<file path="config.mk">
export PLATFORM = sky130hd
export DESIGN_NAME = dsp_fetch_seq
export DESIGN_NICKNAME = d
export VERILOG_FILES = /design/src/rtl/dsp_fetch_seq.sv
export SDC_FILE = /design/constraint.sdc
export NUM_CORES = 1
export LEC_CHECK = 0
export ABC_AREA = 1
export BUFFER_PORTS_ARGS = -buffer_cell sky130_fd_sc_hd__clkbuf_2
export CORE_MARGIN = 2
export CORE_UTILIZATION = 42
export DETAILED_ROUTE_END_ITERATION = 16
export PLACE_DENSITY = 0.84
export SLEW_MARGIN = 40
export SYNTH_ARGS = -nofsm -noshare
export SYNTH_HDL_FRONTEND = slang
export SYNTH_SLANG_ARGS = --single-unit
</file>
<file path="constraint.sdc">
create_clock -name clk -period 2.3 [get_ports clk]
set_input_delay 0.46 -clock clk [delete_from_list [all_inputs] [get_ports clk]]
set_output_delay 0.46 -clock clk [all_outputs]
set_load 0.01 [all_outputs]
</file>
<file path="src/rtl/dsp_fetch_seq.sv">
// Program-counter and instruction fetch unit between a one-cycle synchronous ROM and Decode.
// Latency: address in cycle N, instruction_out/inst_valid/inst_pc in cycle N+1; loop-back adds no bubble.
// Backpressure: stall freezes PC, loop state and the Decode side-band; jumps squash exactly one fetch.
//
// Optional feature: define FETCH_HWLOOP_EN to build the zero-overhead hardware loop.
// Without it the loop ports are ignored and loop_active is tied low.
//
// Ports:
//   clk, rst            clock; synchronous active-low reset
//   stall               hold fetch (jump_flag / loop_start ignored while high)
//   jump_flag/addr      redirect PC; the in-flight fetch is squashed
//   loop_start/end/cnt  arm the hardware loop (pulse from Decode)
//   read_addr/en/data   ROM port; read_data arrives one cycle after read_addr
//   instruction_out     pass-through of read_data, qualified by inst_valid/inst_pc
//   loop_active         hardware loop armed
module dsp_fetch_seq #(
    parameter int                ADDR_W     = 16,
    parameter int                INST_W     = 32,
    parameter logic [ADDR_W-1:0] RESET_PC   = '0,
    parameter int                LOOP_CNT_W = 16
) (
    input  logic                  clk,
    input  logic                  rst,
    input  logic                  stall,
    input  logic                  jump_flag,
    input  logic [ADDR_W-1:0]     jump_addr,
    input  logic                  loop_start,
    input  logic [ADDR_W-1:0]     loop_end_addr,
    input  logic [LOOP_CNT_W-1:0] loop_count,
    output logic [ADDR_W-1:0]     read_addr,
    output logic                  read_en,
    input  logic [INST_W-1:0]     read_data,
    output logic [INST_W-1:0]     instruction_out,
    output logic                  inst_valid,
    output logic [ADDR_W-1:0]     inst_pc,
    output logic                  loop_active
);

    logic [ADDR_W-1:0] pc_q, pc_d;
    logic [ADDR_W-1:0] inst_pc_q, inst_pc_d;
    logic              inst_valid_q, inst_valid_d;

    // Loop-back request for this cycle; already qualified by stall and jump_flag.
    logic              loop_back;
    logic [ADDR_W-1:0] loop_begin;

`ifdef FETCH_HWLOOP_EN
    logic [ADDR_W-1:0]     loop_begin_q, loop_begin_d;
    logic [ADDR_W-1:0]     loop_end_q, loop_end_d;
    logic [LOOP_CNT_W-1:0] loop_remaining_q, loop_remaining_d;
    logic                  loop_active_q, loop_active_d;
    logic                  loop_arm;
    logic                  loop_hit;

    always_comb begin
        loop_begin_d     = loop_begin_q;
        loop_end_d       = loop_end_q;
        loop_remaining_d = loop_remaining_q;
        loop_active_d    = loop_active_q;
        loop_back        = 1'b0;

        loop_arm = loop_start & ~stall & ~jump_flag;
        loop_hit = loop_active_q & (pc_q == loop_end_q) & ~stall & ~jump_flag;

        // Re-arm has priority over a loop-back at the same address; the PC then
        // simply advances because loop_back stays low.
        if (loop_arm) begin
            loop_begin_d = pc_q;
            loop_end_d   = loop_end_addr;
            if (loop_count >= LOOP_CNT_W'(2)) begin
                loop_active_d    = 1'b1;
                loop_remaining_d = loop_count;
            end else begin
                loop_active_d    = 1'b0;
                loop_remaining_d = '0;
            end
        end else if (loop_hit) begin
            if (loop_remaining_q > LOOP_CNT_W'(1)) begin
                loop_back        = 1'b1;
                loop_remaining_d = loop_remaining_q - LOOP_CNT_W'(1);
            end else begin
                loop_active_d    = 1'b0;
                loop_remaining_d = '0;
            end
        end
    end

    always_ff @(posedge clk) begin
        if (!rst) begin
            loop_begin_q     <= '0;
            loop_end_q       <= '0;
            loop_remaining_q <= '0;
            loop_active_q    <= 1'b0;
        end else begin
            loop_begin_q     <= loop_begin_d;
            loop_end_q       <= loop_end_d;
            loop_remaining_q <= loop_remaining_d;
            loop_active_q    <= loop_active_d;
        end
    end

    assign loop_begin  = loop_begin_q;
    assign loop_active = loop_active_q;
`else
    logic loop_ports_unused;
    assign loop_ports_unused = ^{loop_start, loop_end_addr, loop_count};
    assign loop_back         = 1'b0;
    assign loop_begin        = '0;
    assign loop_active       = 1'b0;
`endif

    always_comb begin
        pc_d         = pc_q;
        inst_pc_d    = inst_pc_q;
        inst_valid_d = inst_valid_q;
        if (!stall) begin
            inst_pc_d    = pc_q;
            // The word fetched this cycle is on the wrong path if we jump now.
            inst_valid_d = ~jump_flag;
            if (jump_flag) begin
                pc_d = jump_addr;
            end else if (loop_back) begin
                pc_d = loop_begin;
            end else begin
                pc_d = pc_q + ADDR_W'(1);
            end
        end
    end

    always_ff @(posedge clk) begin
        if (!rst) begin
            pc_q         <= RESET_PC;
            inst_pc_q    <= '0;
            inst_valid_q <= 1'b0;
        end else begin
            pc_q         <= pc_d;
            inst_pc_q    <= inst_pc_d;
            inst_valid_q <= inst_valid_d;
        end
    end

    assign read_addr       = pc_q;
    assign read_en         = rst & ~stall;
    assign instruction_out = read_data;
    assign inst_valid      = inst_valid_q;
    assign inst_pc         = inst_pc_q;

endmodule

</file>
==> reports/metrics.cfg, run 1 <==
[sta]
finalSetupTns_ns=0
grt_setup_unrepaired=false
setup_viol=0
skew_ns=0.00517
slew_violations=0
slew_headroom=0.658
min_period_ns=1.45
post-route-period-util=0.629
worstMarginPinSlew_ns=0.513
fmax_mhz=691
hold_viol=0

[cells_and_area]
postLayoutCellArea_sq_mm=0.00200
num-nets-final=375
area_growth_pct=8.71
fin_util=0.465
drive_gt1_frac=0.252
antenna_cells=0
stdcell_count=342

[clocking]
insertion_delay_ns=0.29
clock-sinks=33
root_buffer=clkbuf_8
post_cts_resized=0
cts_setup_buffers=0
htreeDepth=2
cts_tree=done
holdBufCountCts=0
clock_path_buffers=2
clk_pin_slew_ns=0.06
cts_buffers=5

[synth]
yosys_warnings=0
synth_commonest_cells=nand2_1, buf_4, dfxtp_1
synth_top_family_by_area=simple AND/OR/NAND/NOR gates
ys_ff_latch=33
netlist_instances=269
synthAdderAreaFrac=0.00681
synth-compound-area-share=0.106
synth_xor_area_frac=0.0191
ys.flop_type=dfxtp_1
syn_nets=355
synth_top_area_frac=0.359
yosys.area_share.simple=0.304
synth.area.top_cells=dfxtp_1, nand2_1, buf_4
synth_edf_count=0
synth.avg_cell_area_sq_um=6.83
synth_top_area_cell=dfxtp_1
yosysUniqueCellTypes=22
yosysSeqAreaShare=0.359
yosysMostFrequentCell=nand2_1
synthMuxAreaShare=0
netlist_area_sq_mm=0.00184
synthArstFlopShare=0

[power_and_ir_drop]
p_seq_frac=0.468
leakagePower_uw=0.000964
switching_share=0.251
powerDensity_mw_per_mm2=680
ir_worst_vdd_uv=323
internal-power_uw=1020
p_switching_uw=342
pwr-share-comb=0.117
p_clk_frac=0.415

[route]
wire_per_inst_um=11.8
ant_nets=0
drt-pass1-iter-count=4
finalWirelength_um=4050
vias_per_cell=4.79
drt_iter0_markers=63
drc_errors=0
dr_total_vias=1639

[floorplanning]
die-area_sq_mm=0.00492
dieWidth_um=70.2
start_util=0.428
coreArea_sq_mm=0.00429
rows=24
die_height_um=70.2
io_pins=152

[grt]
grt_max_degree=29
grt_overflow=0
grt_pass1_wl_um=6690
groute.usage.overall=0.170
antenna_found_initial=0
grt_pass1_vias=1548

[setup_path]
critical_path.max_stage_delay_ns=0.51
crit_required_ns=1.84
worst-path-buf-inv=1
crit_family=flip-flops
startpoint_type=flip-flop
crit_type=reg2out
reg2reg_slack_ns=0.87
critPathCaptureType=output pin
crit_chain=clkbuf_2
crit_fanout=8
slowest_stage=dfxtp_1
cp.arrival_ns=0.99

[place]
gp_congestion=0.798
place_inst=334
hpwl_um=2830
io_buffers=53
place_area_sq_mm=0.00188

[outcome]
run_status=complete, no violations

[run]
max-cap-violations=0

[hold_path]
hold_class=in2reg

-- flip-flops by register name, indices dropped and copies added, names as in the netlist --
register,count
inst_pc,16
read_addr,16
inst_valid,1
-- cell usage in the layout, fill, tap and decap left out, types with 2 or more instances in the layout --
master | Yosys | layout
nand2_1 | 74 | 74
clkbuf_2 | 0 | 53
dfxtp_1 | 33 | 33
nor2_1 | 32 | 32
o21ai_0 | 20 | 20
inv_1 | 19 | 19
nand3_1 | 14 | 14
o21ai_1 | 7 | 7
clkbuf_8 | 0 | 6
o22ai_1 | 5 | 5
inv_2 | 4 | 4
xor2_1 | 4 | 4
nor2_4 | 3 | 3
nand3_2 | 2 | 2
a21oi_1 | 2 | 2
a22o_1 | 2 | 2
nand2_2 | 2 | 2
nand4_1 | 2 | 2
nor2_2 | 2 | 2
-- metal layers --
metal	GRT usage	share of wire	up-vias
li1	-	-	851
met4	0.0833	0.023	0
met3	0.0664	0.077	10
met1	0.192	0.45	726
met5	0	0	-
met2	0.279	0.45	52
-- layout make-up --
| cell class | instances | area [sq um] |
|---|---|---|
| inverter | 23 | 86.3 |
| timing repair buffer | 53 | 265 |
| tap | 52 | 65.1 |
| clock inverter | 1 | 30.0 |
| clock buffer | 7 | 86.3 |
| fill | 448 | 2300 |
| sequential | 33 | 661 |
| multi-input combinational | 173 | 805 |
-- power by group through the flow --
stage | Combinational [uW] | Sequential, uW | Clock, uW
3_3_place_gp | 155 | 647 | 0
6_report | 159 | 636 | 564
4_1_cts | 160 | 635 | 574
2_1_floorplan | 143 | 655 | 0
5_1_grt | 179 | 640 | 593
3_5_place_dp | 159 | 648 | 0
-- per-stage QoR --
step / setup slack (ns) / hold WS [ns] / power, uW
floorplan: 0.988 / 0.474 / 798
global placement: 0.846 / 0.439 / 801
detailed placement: 0.808 / 0.438 / 806
CTS: 0.831 / 0.433 / 1370
global route: 0.730 / 0.445 / 1410
finish: 0.852 / 0.442 / 1360
-- path summary, 6_finish.rpt --
kind / from / end / depth (start not counted)
setup / recovery: read_addr[8] / read_addr[8] / 1
hold / removal: jump_addr[2] / read_addr[2] / 3
setup reg to reg: read_addr[1] / read_addr[10] / 8
hold reg to reg: inst_pc[5] / inst_pc[5] / 2
-- kinds of logic (layout without fill, tap and decap cells) --
family,Yosys count,in the layout
other,1,1
xor gates and xnor gates,4,4
DFF,33,33
buffers and inverters,63,84
adders and majority gates,1,1
AOI/OAI and AO/OA,36,36
and+or+nand+nor,131,131
No activity file was read; power rests on OpenSTA's default activity.
==> inputs of run 2 (changes only) <==
--- a/config.mk
+++ b/config.mk
@@ -5,12 +5,12 @@
 export SDC_FILE = /design/constraint.sdc
 export NUM_CORES = 1
 export LEC_CHECK = 0
-export ABC_AREA = 1
+export ABC_AREA = 0
 export BUFFER_PORTS_ARGS = -buffer_cell sky130_fd_sc_hd__clkbuf_2
 export CORE_MARGIN = 2
-export CORE_UTILIZATION = 42
+export CORE_UTILIZATION = 40
 export DETAILED_ROUTE_END_ITERATION = 16
-export PLACE_DENSITY = 0.84
+export PLACE_DENSITY = 0.79
 export SLEW_MARGIN = 40
 export SYNTH_ARGS = -nofsm -noshare
 export SYNTH_HDL_FRONTEND = slang
==> constraint.sdc (replaced) <==
create_clock -name clk -period 1.4 [get_ports clk]
set_input_delay 0.28 -clock clk [delete_from_list [all_inputs] [get_ports clk]]
set_output_delay 0.28 -clock clk [all_outputs]
set_load 0.01 [all_outputs]
==> reports/metrics.cfg, run 2 <==
[outcome]
run_status=complete, no violations

[place]
io_buffers=53
gp_congestion=0.851
place_inst=322
hpwl_um=3030

[clocking]
cts_tree=done
cts_buffers=5
htreeDepth=2
insertion_delay_ns=0.29
holdBufCountCts=0
clock-sinks=33
root_buffer=clkbuf_8
clk_pin_slew_ns=0.07
clock_path_buffers=2

[sta]
setup_viol=0
slew_violations=0
worst_hold_slack_ns=0.212
post-route-period-util=0.997
skew_ns=0.00451
min_period_ns=1.40
hold_viol=0
fmax_mhz=717
grt_setup_unrepaired=true

[synth]
syn_nets=312
synthArstFlopShare=0
yosysUniqueCellTypes=40
synth.avg_cell_area_sq_um=8.63
synth_top_area_frac=0.339
synth_commonest_cells=buf_4, dfxtp_1, mux2i_1, nor2b_1, nand2_1
yosysSeqAreaShare=0.339
ys.flop_type=dfxtp_1
ys_ff_latch=33
synth.area.top_cells=dfxtp_1, buf_4, mux2i_1
netlist_area_sq_mm=0.00195
synth_edf_count=0
synth_top_area_cell=dfxtp_1
yosys_warnings=0
netlist_instances=226

[route]
vias_per_cell=5.08
wire_per_inst_um=13.2
drt_iter0_markers=113
drt-pass1-iter-count=4
finalWirelength_um=4370
ant_nets=0
drc_errors=0
dr_total_vias=1685

[setup_path]
critical_path.max_stage_delay_ns=0.44
crit_fanout=7
startpoint_type=flip-flop
crit_chain=ha_4, nand4_4, or4_1, a21oi_1, o21a_1
slowest_stage=or4_1
crit_required_ns=1.64
reg2reg_slack_ns=0.004
critPathCaptureType=flip-flop
crit_type=reg2reg
cp.arrival_ns=1.63

[cells_and_area]
area_growth_pct=21.9
drive_gt1_frac=0.415
stdcell_count=332
multi_input_area_sq_mm=0.00105
regArea_sq_um=683
fillers=457
antenna_cells=0
final_common_cell=clkbuf_2
final_cell_mix=clkbuf_2, dfxtp_1, buf_4, nor2b_1, mux2i_1
fin_util=0.503
num-nets-final=350

[power_and_ir_drop]
leakagePower_uw=0.00104
ir_worst_vdd_uv=407
powerDensity_mw_per_mm2=875

[grt]
grt_pass1_vias=1437
groute.usage.overall=0.165
antenna_found_initial=0
grt_max_degree=34
grt_pass1_wl_um=6840
grt_overflow=0

[floorplanning]
start_util=0.413
die_height_um=73.8
coreArea_sq_mm=0.00472
rows=25
dieWidth_um=73.8
die-area_sq_mm=0.00545
io_pins=152

[hold_path]
hold_class=in2reg

[run]
max-cap-violations=0

[run 2: area by class of cell]
type / count / share of cell area
timing repair buffer: 78 / 0.194
tap: 67 / 0.0353
sequential: 33 / 0.287
inverter: 6 / 0.00947
multi-input combinational: 140 / 0.441
clock buffer: 8 / 0.0337
[run 2: power breakdown]
part	internal [uW]	total, uW	leakage, uW	switching (uW)
registers	984	1030	0.000275	48.2
logic	174	358	0.000724	184
clock network	353	690	0.0000395	337
[run 2: logic make-up after synthesis]
| family | after synthesis | share of synthesized area |
|---|---|---|
| AND/OR/NAND/NOR | 70 | 0.207 |
| buffers and inverters | 54 | 0.173 |
| flip-flops | 33 | 0.339 |
| adder cells (fa/ha/maj) | 1 | 0.00641 |
| other | 1 | 0.00192 |
| AO/OA/AOI/OAI | 47 | 0.171 |
| multiplexers | 20 | 0.103 |
[run 2: what timing repair did]
action                                  CTS  global route
pin swaps                                 0             3
buffers inserted                          0             1
endpoints found under the setup margin    2            10
gates resized for setup                   0            20
gates cloned                              0             1
[run 2: final timing paths]
| check | to | startpoint | depth (start not counted) |
|---|---|---|---|
| setup / recovery | read_addr[10] | read_addr[0] | 5 |
| hold / removal | read_addr[11] | jump_addr[11] | 3 |
| setup reg to reg | read_addr[10] | read_addr[0] | 5 |
| hold reg to reg | inst_pc[9] | inst_pc[9] | 2 |
[run 2: routing by layer]
layer | share of wire | wire length [um] | global-route usage | vias up
met1 | 0.46 | 2020 | 0.212 | 774
met2 | 0.46 | 2020 | 0.255 | 62
met3 | 0.065 | 285 | 0.0549 | 8
met4 | 0.0096 | 42 | 0.0626 | 0
met5 | 0 | 0 | 0 | -
li1 | - | - | - | 841
[run 2: through the flow]
stage / setup WS, ns / TNS (ns) / total power, uW / instance area [sq um]
floorplan: 0.0000859 / 0 / 1340 / 2010
global placement: 0.00258 / 0 / 1390 / 2210
detailed placement: -0.00699 / -0.00699 / 1400 / 2210
CTS: -0.0131 / -0.0185 / 2090 / 2290
global route: -0.0396 / -0.0749 / 2190 / 2380
finish: 0.00438 / 0 / 2080 / 2380
[run 2: critical path: cells and delay by family (launching register included)]
kind | cells | cell delay, ns
AND/OR/NAND/NOR | 2 | 0.58
flip-flops | 1 | 0.38
AO/OA/AOI/OAI | 2 | 0.24
adder cells (fa/ha/maj) | 1 | 0.15
